===== src/rtl/psum_binarizer_packer.sv =====
// ============================================================================
// Module      : psum_binarizer_packer
// Description : Binarizes signed partial sums against a threshold and packs
//               the bits LSB-first into words for the feature-map buffer.
//               Optional macro BINARIZER_STATS_EN adds a per-frame ones_count.
// Revision    : 1.0 - initial release
// ============================================================================
`default_nettype none

module psum_binarizer_packer #(
    parameter int PSUM_DATA_WIDTH = 12,
    parameter int PACK_WIDTH      = 16,
    parameter int ADDR_WIDTH      = 10,
    parameter int COUNT_WIDTH     = 12
) (
    input  logic                       clk,
    input  logic                       reset,
    input  logic                       start,
    input  logic [COUNT_WIDTH-1:0]     num_values,
    input  logic [ADDR_WIDTH-1:0]      base_addr,
    input  logic [PSUM_DATA_WIDTH-1:0] threshold,
    input  logic [PSUM_DATA_WIDTH-1:0] in_psum,
    input  logic                       in_valid,
    output logic                       in_ready,
    output logic                       wr_valid,
    input  logic                       wr_ready,
    output logic [ADDR_WIDTH-1:0]      wr_addr,
    output logic [PACK_WIDTH-1:0]      wr_data,
    output logic                       wr_last,
    output logic                       busy,
    output logic                       done
`ifdef BINARIZER_STATS_EN
    ,
    output logic [COUNT_WIDTH-1:0]     ones_count
`endif
);

    localparam int IDX_W = (PACK_WIDTH > 1) ? $clog2(PACK_WIDTH) : 1;

    typedef enum logic [1:0] {
        S_IDLE    = 2'd0,
        S_COLLECT = 2'd1,
        S_WRITE   = 2'd2,
        S_DONE    = 2'd3
    } state_t;

    state_t                       r_state;
    state_t                       w_state_next;
    logic [COUNT_WIDTH-1:0]       r_remaining;
    logic [IDX_W-1:0]             r_bit_idx;
    logic [PACK_WIDTH-1:0]        r_pack;
    logic [ADDR_WIDTH-1:0]        r_addr;
    logic [PSUM_DATA_WIDTH-1:0]   r_threshold;

    logic w_accept;
    logic w_bit;
    logic w_word_full;
    logic w_frame_end;
    logic w_wr_fire;

    assign w_accept    = in_valid && (r_state == S_COLLECT);
    assign w_bit       = ($signed(in_psum) >= $signed(r_threshold));
    assign w_word_full = (r_bit_idx == IDX_W'(PACK_WIDTH - 1));
    assign w_frame_end = (r_remaining == COUNT_WIDTH'(1));
    assign w_wr_fire   = (r_state == S_WRITE) && wr_ready;

    assign wr_addr = r_addr;
    assign wr_data = r_pack;

    always_comb begin
        w_state_next = r_state;
        in_ready     = 1'b0;
        wr_valid     = 1'b0;
        wr_last      = 1'b0;
        busy         = (r_state != S_IDLE);
        done         = 1'b0;
        case (r_state)
            S_IDLE: begin
                if (start) begin
                    w_state_next = (num_values == '0) ? S_DONE : S_COLLECT;
                end
            end
            S_COLLECT: begin
                in_ready = 1'b1;
                if (w_accept && (w_word_full || w_frame_end)) begin
                    w_state_next = S_WRITE;
                end
            end
            S_WRITE: begin
                wr_valid = 1'b1;
                wr_last  = (r_remaining == '0);
                if (w_wr_fire) begin
                    w_state_next = (r_remaining == '0) ? S_DONE : S_COLLECT;
                end
            end
            S_DONE: begin
                done         = 1'b1;
                w_state_next = S_IDLE;
            end
            default: w_state_next = S_IDLE;
        endcase
    end

    always_ff @(posedge clk) begin
        if (reset) begin
            r_state     <= S_IDLE;
            r_remaining <= '0;
            r_bit_idx   <= '0;
            r_pack      <= '0;
            r_addr      <= '0;
            r_threshold <= '0;
        end else begin
            r_state <= w_state_next;
            case (r_state)
                S_IDLE: begin
                    // Frame parameters are captured once; later changes are ignored
                    if (start) begin
                        r_remaining <= num_values;
                        r_addr      <= base_addr;
                        r_threshold <= threshold;
                        r_pack      <= '0;
                        r_bit_idx   <= '0;
                    end
                end
                S_COLLECT: begin
                    if (w_accept) begin
                        r_pack[r_bit_idx] <= w_bit;
                        r_bit_idx         <= w_word_full ? '0 : r_bit_idx + IDX_W'(1);
                        r_remaining       <= r_remaining - COUNT_WIDTH'(1);
                    end
                end
                S_WRITE: begin
                    if (w_wr_fire) begin
                        r_addr    <= r_addr + ADDR_WIDTH'(1);
                        r_pack    <= '0;
                        r_bit_idx <= '0;
                    end
                end
                default: ;
            endcase
        end
    end

`ifdef BINARIZER_STATS_EN
    logic [COUNT_WIDTH-1:0] r_ones;

    always_ff @(posedge clk) begin
        if (reset) begin
            r_ones <= '0;
        end else if ((r_state == S_IDLE) && start) begin
            r_ones <= '0;
        end else if (w_accept && w_bit) begin
            r_ones <= r_ones + COUNT_WIDTH'(1);
        end
    end

    assign ones_count = r_ones;
`endif

endmodule

`default_nettype wire

===== config.mk =====
export PLATFORM = sky130hd
export DESIGN_NAME = psum_binarizer_packer
export DESIGN_NICKNAME = d
export VERILOG_FILES = /design/src/rtl/psum_binarizer_packer.sv
export SDC_FILE = /design/constraint.sdc
export NUM_CORES = 1
export LEC_CHECK = 0
export CAP_MARGIN = 20
export CELL_PAD_IN_SITES_DETAIL_PLACEMENT = 0
export CELL_PAD_IN_SITES_GLOBAL_PLACEMENT = 2
export CORE_UTILIZATION = 31
export CTS_BUF_LIST = sky130_fd_sc_hd__clkbuf_4 sky130_fd_sc_hd__clkbuf_8
export CTS_CLUSTER_SIZE = 8
export DETAILED_ROUTE_END_ITERATION = 12
export GPL_ROUTABILITY_DRIVEN = 1
export PLACE_DENSITY_LB_ADDON = 0.3
export SETUP_SLACK_MARGIN = 0.5
export SLEW_MARGIN = 20
export SYNTH_ARGS = -nofsm -noshare
export SYNTH_HDL_FRONTEND = slang
export SYNTH_SLANG_ARGS = --single-unit

===== constraint.sdc =====
create_clock -name clk -period 3.08 [get_ports clk]
set_input_delay 0.308 -clock clk [delete_from_list [all_inputs] [get_ports clk]]
set_output_delay 0.308 -clock clk [all_outputs]
set_load 0.1 [all_outputs]

==> results.toml <==
[run_status]
status = "complete, no violations"

[synthesis]
synthDistinctLibCells = 54
muxShareOfSynthArea_pct = 0.618
yosysSeqAreaShare_pct = 32.5
syn_inst = 454
synth_top_flop_cell = "dfxtp_1"
synth_edf_count = 0
synthSimpleGateAreaFrac_pct = 24.9
yosys_register_bits = 56
yosys.area_share.adder_pct = 7.26
synth_area_per_cell_um2 = 7.59
synthArstFlopShare_pct = 0
synth_top_family_by_area = "compound AO/OA/AOI/OAI gates"
ys_warn_count = 0
netlist_area_mm2 = 0.00344
synth_compound_area_share_pct = 25.6
synth_nets = 525
synthXorXnorAreaFrac_pct = 0.763

[place]
dp_hpwl_mm = 6.89
dpl-instance-area_mm2 = 0.00429
port_buffers = 81
gp_congestion = 0.797

[run]
maxCapViolCount = 0

[die]
dieWidth_um = 107
die_area_mm2 = 0.0115
ios = 82
rows = 38
core_area_mm2 = 0.0108
fp.dieH_um = 107
start_util_pct = 31.8

[pwr]
peakVddDrop_mv = 0.230
power.density_mw_per_mm2 = 469
leakage_nw = 1.66

[timing]
finalSetupViolCount = 0
hold_viol_final = 0
skew_ns = 0.00938
tightest_slew_ns = 0.977
rsz0062_at_grt = "false"
report.final.slew_viol_count = 0
fmax_mhz = 398
relSlewSlack_pct = 34.7
layout_min_cycle_time_ns = 2.51
setup_tns_ns = 0
fin_crit_sh_pct = 81.6

[drt]
via_per_inst = 5.12
drt-initial-drc-count = 174
wl_mm = 9.87
vias = 3386
dr.pass1.iters = 4
drc = 0
routedWlPerCell_um = 14.9
antenna_left = 0

[setup_path]
end_kind = "output port"
start_kind = "flip-flop"
timing.rr.end = "wr_data[10]"
path_class = "flip-flop to output port"
path_max_fanout = 5
worst_r2r_path_depth = 7
crit_required_ns = 2.77
slowest_stage = "or3_4"
crit_arrival_ns = 2.21
r2r-start = "r_threshold[11]"
cp_common_cell = "or3_4"
cpPeakStageDelay_ns = 0.41
rrSetupSlack_ns = 0.79
cp_cell_sequence = "or3_4 > or3_4 > nor4b_4 > and3_4 > buf_12"

[global_routing]
grtUsageMet1_pct = 24.7
grt_usage_pct = 17.4
grt-ovfl-total = 0
grt_max_degree = 47
use_met3_pct = 2.97
gr-usage-met2_pct = 27.2
grt_pass1_vias = 3249
grt_first_pass_wirelength_mm = 16.2
top_usage_layer = "met2"
antenna_found_initial = 0

[clock_tree]
cts_made_buffers = 5
ctsHoldBuffers = 0
clk_pin_slew_ns = 0.10
clkSinkCount = 56
insertion_delay_ns = 0.32
clock-root-buffer = "clkbuf_8"
htreeDepth = 2
max-clock-path-buffers = 2
cts_tree = "done"

[cells_and_area]
final_area_mm2 = 0.00444
synthToLayoutAreaGrowth_pct = 29.0
layout.nets = 591
fillers = 1144
drive_gt1_share_pct = 8.25
diodes = 0
seqCellArea_mm2 = 0.00113
multi_input_area_mm2 = 0.00206

[worst_hold_path]
min_path_cells = 2
worstHoldPathType = "flip-flop to flip-flop"
min-delay-start = "r_threshold[8]"
hold_end = "r_threshold[8]"
==> worst max path at each step <==
stage,startpoint,end,slack (ns),depth (start not counted)
CTS,r_remaining[4],wr_last,0.51,5
finish,r_remaining[5],wr_last,0.57,5
global route,r_remaining[5],wr_last,0.49,5
floorplan,r_state[0],wr_last,0.51,4
detailed placement,in_psum[11],wr_data[10],0.43,7
global placement,in_psum[11],wr_data[6],0.50,7
==> worst max-delay path, delay by kind of cell (launching register included) <==
| kind | cells | cell delay (ns) |
|---|---|---|
| and+or+nand+nor | 4 | 1.36 |
| buffers and inverters | 1 | 0.17 |
| DFF | 1 | 0.35 |
==> per-layer routing <==
| metal | up-vias | part of all wire, % |
|---|---|---|
| met5 | - | 0 |
| met4 | 0 | 0.86 |
| met3 | 5 | 4.2 |
| met2 | 63 | 44 |
| met1 | 1577 | 50 |
| li1 | 1741 | - |
==> kinds of logic after synthesis <==
logic type	Yosys count
AOI/OAI and AO/OA	145
xor gates and xnor gates	3
adders and majority gates	20
buffers and inverters	60
DFF	56
muxes	2
and+or+nand+nor	168
==> cells in the final DEF (no fill, tap or decap), types with 2 or more instances in the layout <==
cell type        synthesis  layout
clkdlybuf4s50_1          0      70
o21ai_0                 47      47
a221oi_1                 4       4
or3_1                    3       2
nand2b_1                 8       7
clkbuf_8                 5       6
inv_1                   29      29
a22oi_1                  3       3
xnor2_1                  2       2
or2_2                    2       2
and3_1                   3       2
and2_1                   7       7
buf_12                   0       2
or4_1                    2       2
nand2_1                 49      49
dfxtp_2                  0       2
nor3_1                  11      11
o32ai_1                  4       4
nor2_1                  25      25
a21o_1                   5       5
clkbuf_4                 0       2
nand3_1                 18      18
nand4_1                  4       4
nor4_1                   5       5
nor2b_1                 25      25
a31oi_1                  6       6
dfxtp_1                 56      53
a21oi_1                 46      46
ha_1                    20      20
o41ai_1                  7       7
or3_4                    1       2
o22ai_1                  3       3
a211oi_1                 7       7
buf_4                    0      17
==> area by class of cell <==
cell class	count	share of cell area, %
tap	140	3.94
clock buffer	8	2.20
inverter	29	2.45
timing repair buffer	90	19.7
multi-input combinational	338	46.4
sequential	56	25.4
==> Yosys cell counts, drive strengths merged (4+ instances only) <==
cell / number / area share (%)
or3: 4 / 0.87
a221oi: 4 / 1.0
nor2b: 25 / 4.5
ha: 20 / 7.3
clkbuf: 26 / 4.3
a21o: 5 / 1.1
a211oi: 7 / 1.5
o32ai: 4 / 1.0
nand2b: 8 / 1.5
nor3: 11 / 1.6
o41ai: 7 / 1.8
buf: 5 / 0.84
inv: 29 / 3.2
nand3: 18 / 2.6
o21ai: 47 / 6.8
and2: 7 / 1.3
nand4: 4 / 0.73
dfxtp: 56 / 33
nand2: 49 / 5.3
nor4: 5 / 0.91
nor2: 25 / 2.7
a31oi: 6 / 1.1
a21oi: 46 / 6.7
==> per-stage QoR <==
step | std cells | total power, mW | setup WS [ns] | utilization, % | hold slack (ns)
after floorplan | 454 | 1.40 | 0.507 | - | 0.434
after global placement | 649 | 1.61 | 0.500 | 39.5 | 0.445
after detailed placement | 649 | 1.61 | 0.429 | 39.5 | 0.449
after CTS | 657 | 2.08 | 0.510 | 40.6 | 0.463
after global routing | 661 | 2.21 | 0.492 | 41.0 | 0.483
final | 661 | 2.08 | 0.566 | 41.0 | 0.465
==> timing repair <==
item / in CTS / in global routing
endpoints found under the setup margin: 1 / 1
setup buffers: 0 / 4
gates resized for setup: 2 / 6
pin swaps: 0 / 4
gates cloned: 0 / 0
==> power breakdown <==
| group | internal (mW) | switching, mW | total (mW) |
|---|---|---|---|
| combinational | 0.288 | 0.494 | 0.782 |
| clock | 0.202 | 0.252 | 0.454 |
| sequential | 0.783 | 0.0629 | 0.846 |
| total | 1.27 | 0.808 | 2.08 |
==> state kept, by name, summed over array words and instances (netlist names) <==
register and cells:
r_remaining 12, wr_addr 10, r_bit_idx 4, r_state 2, wr_data 16, r_threshold 12
No activity file was read; power rests on OpenSTA's default activity.
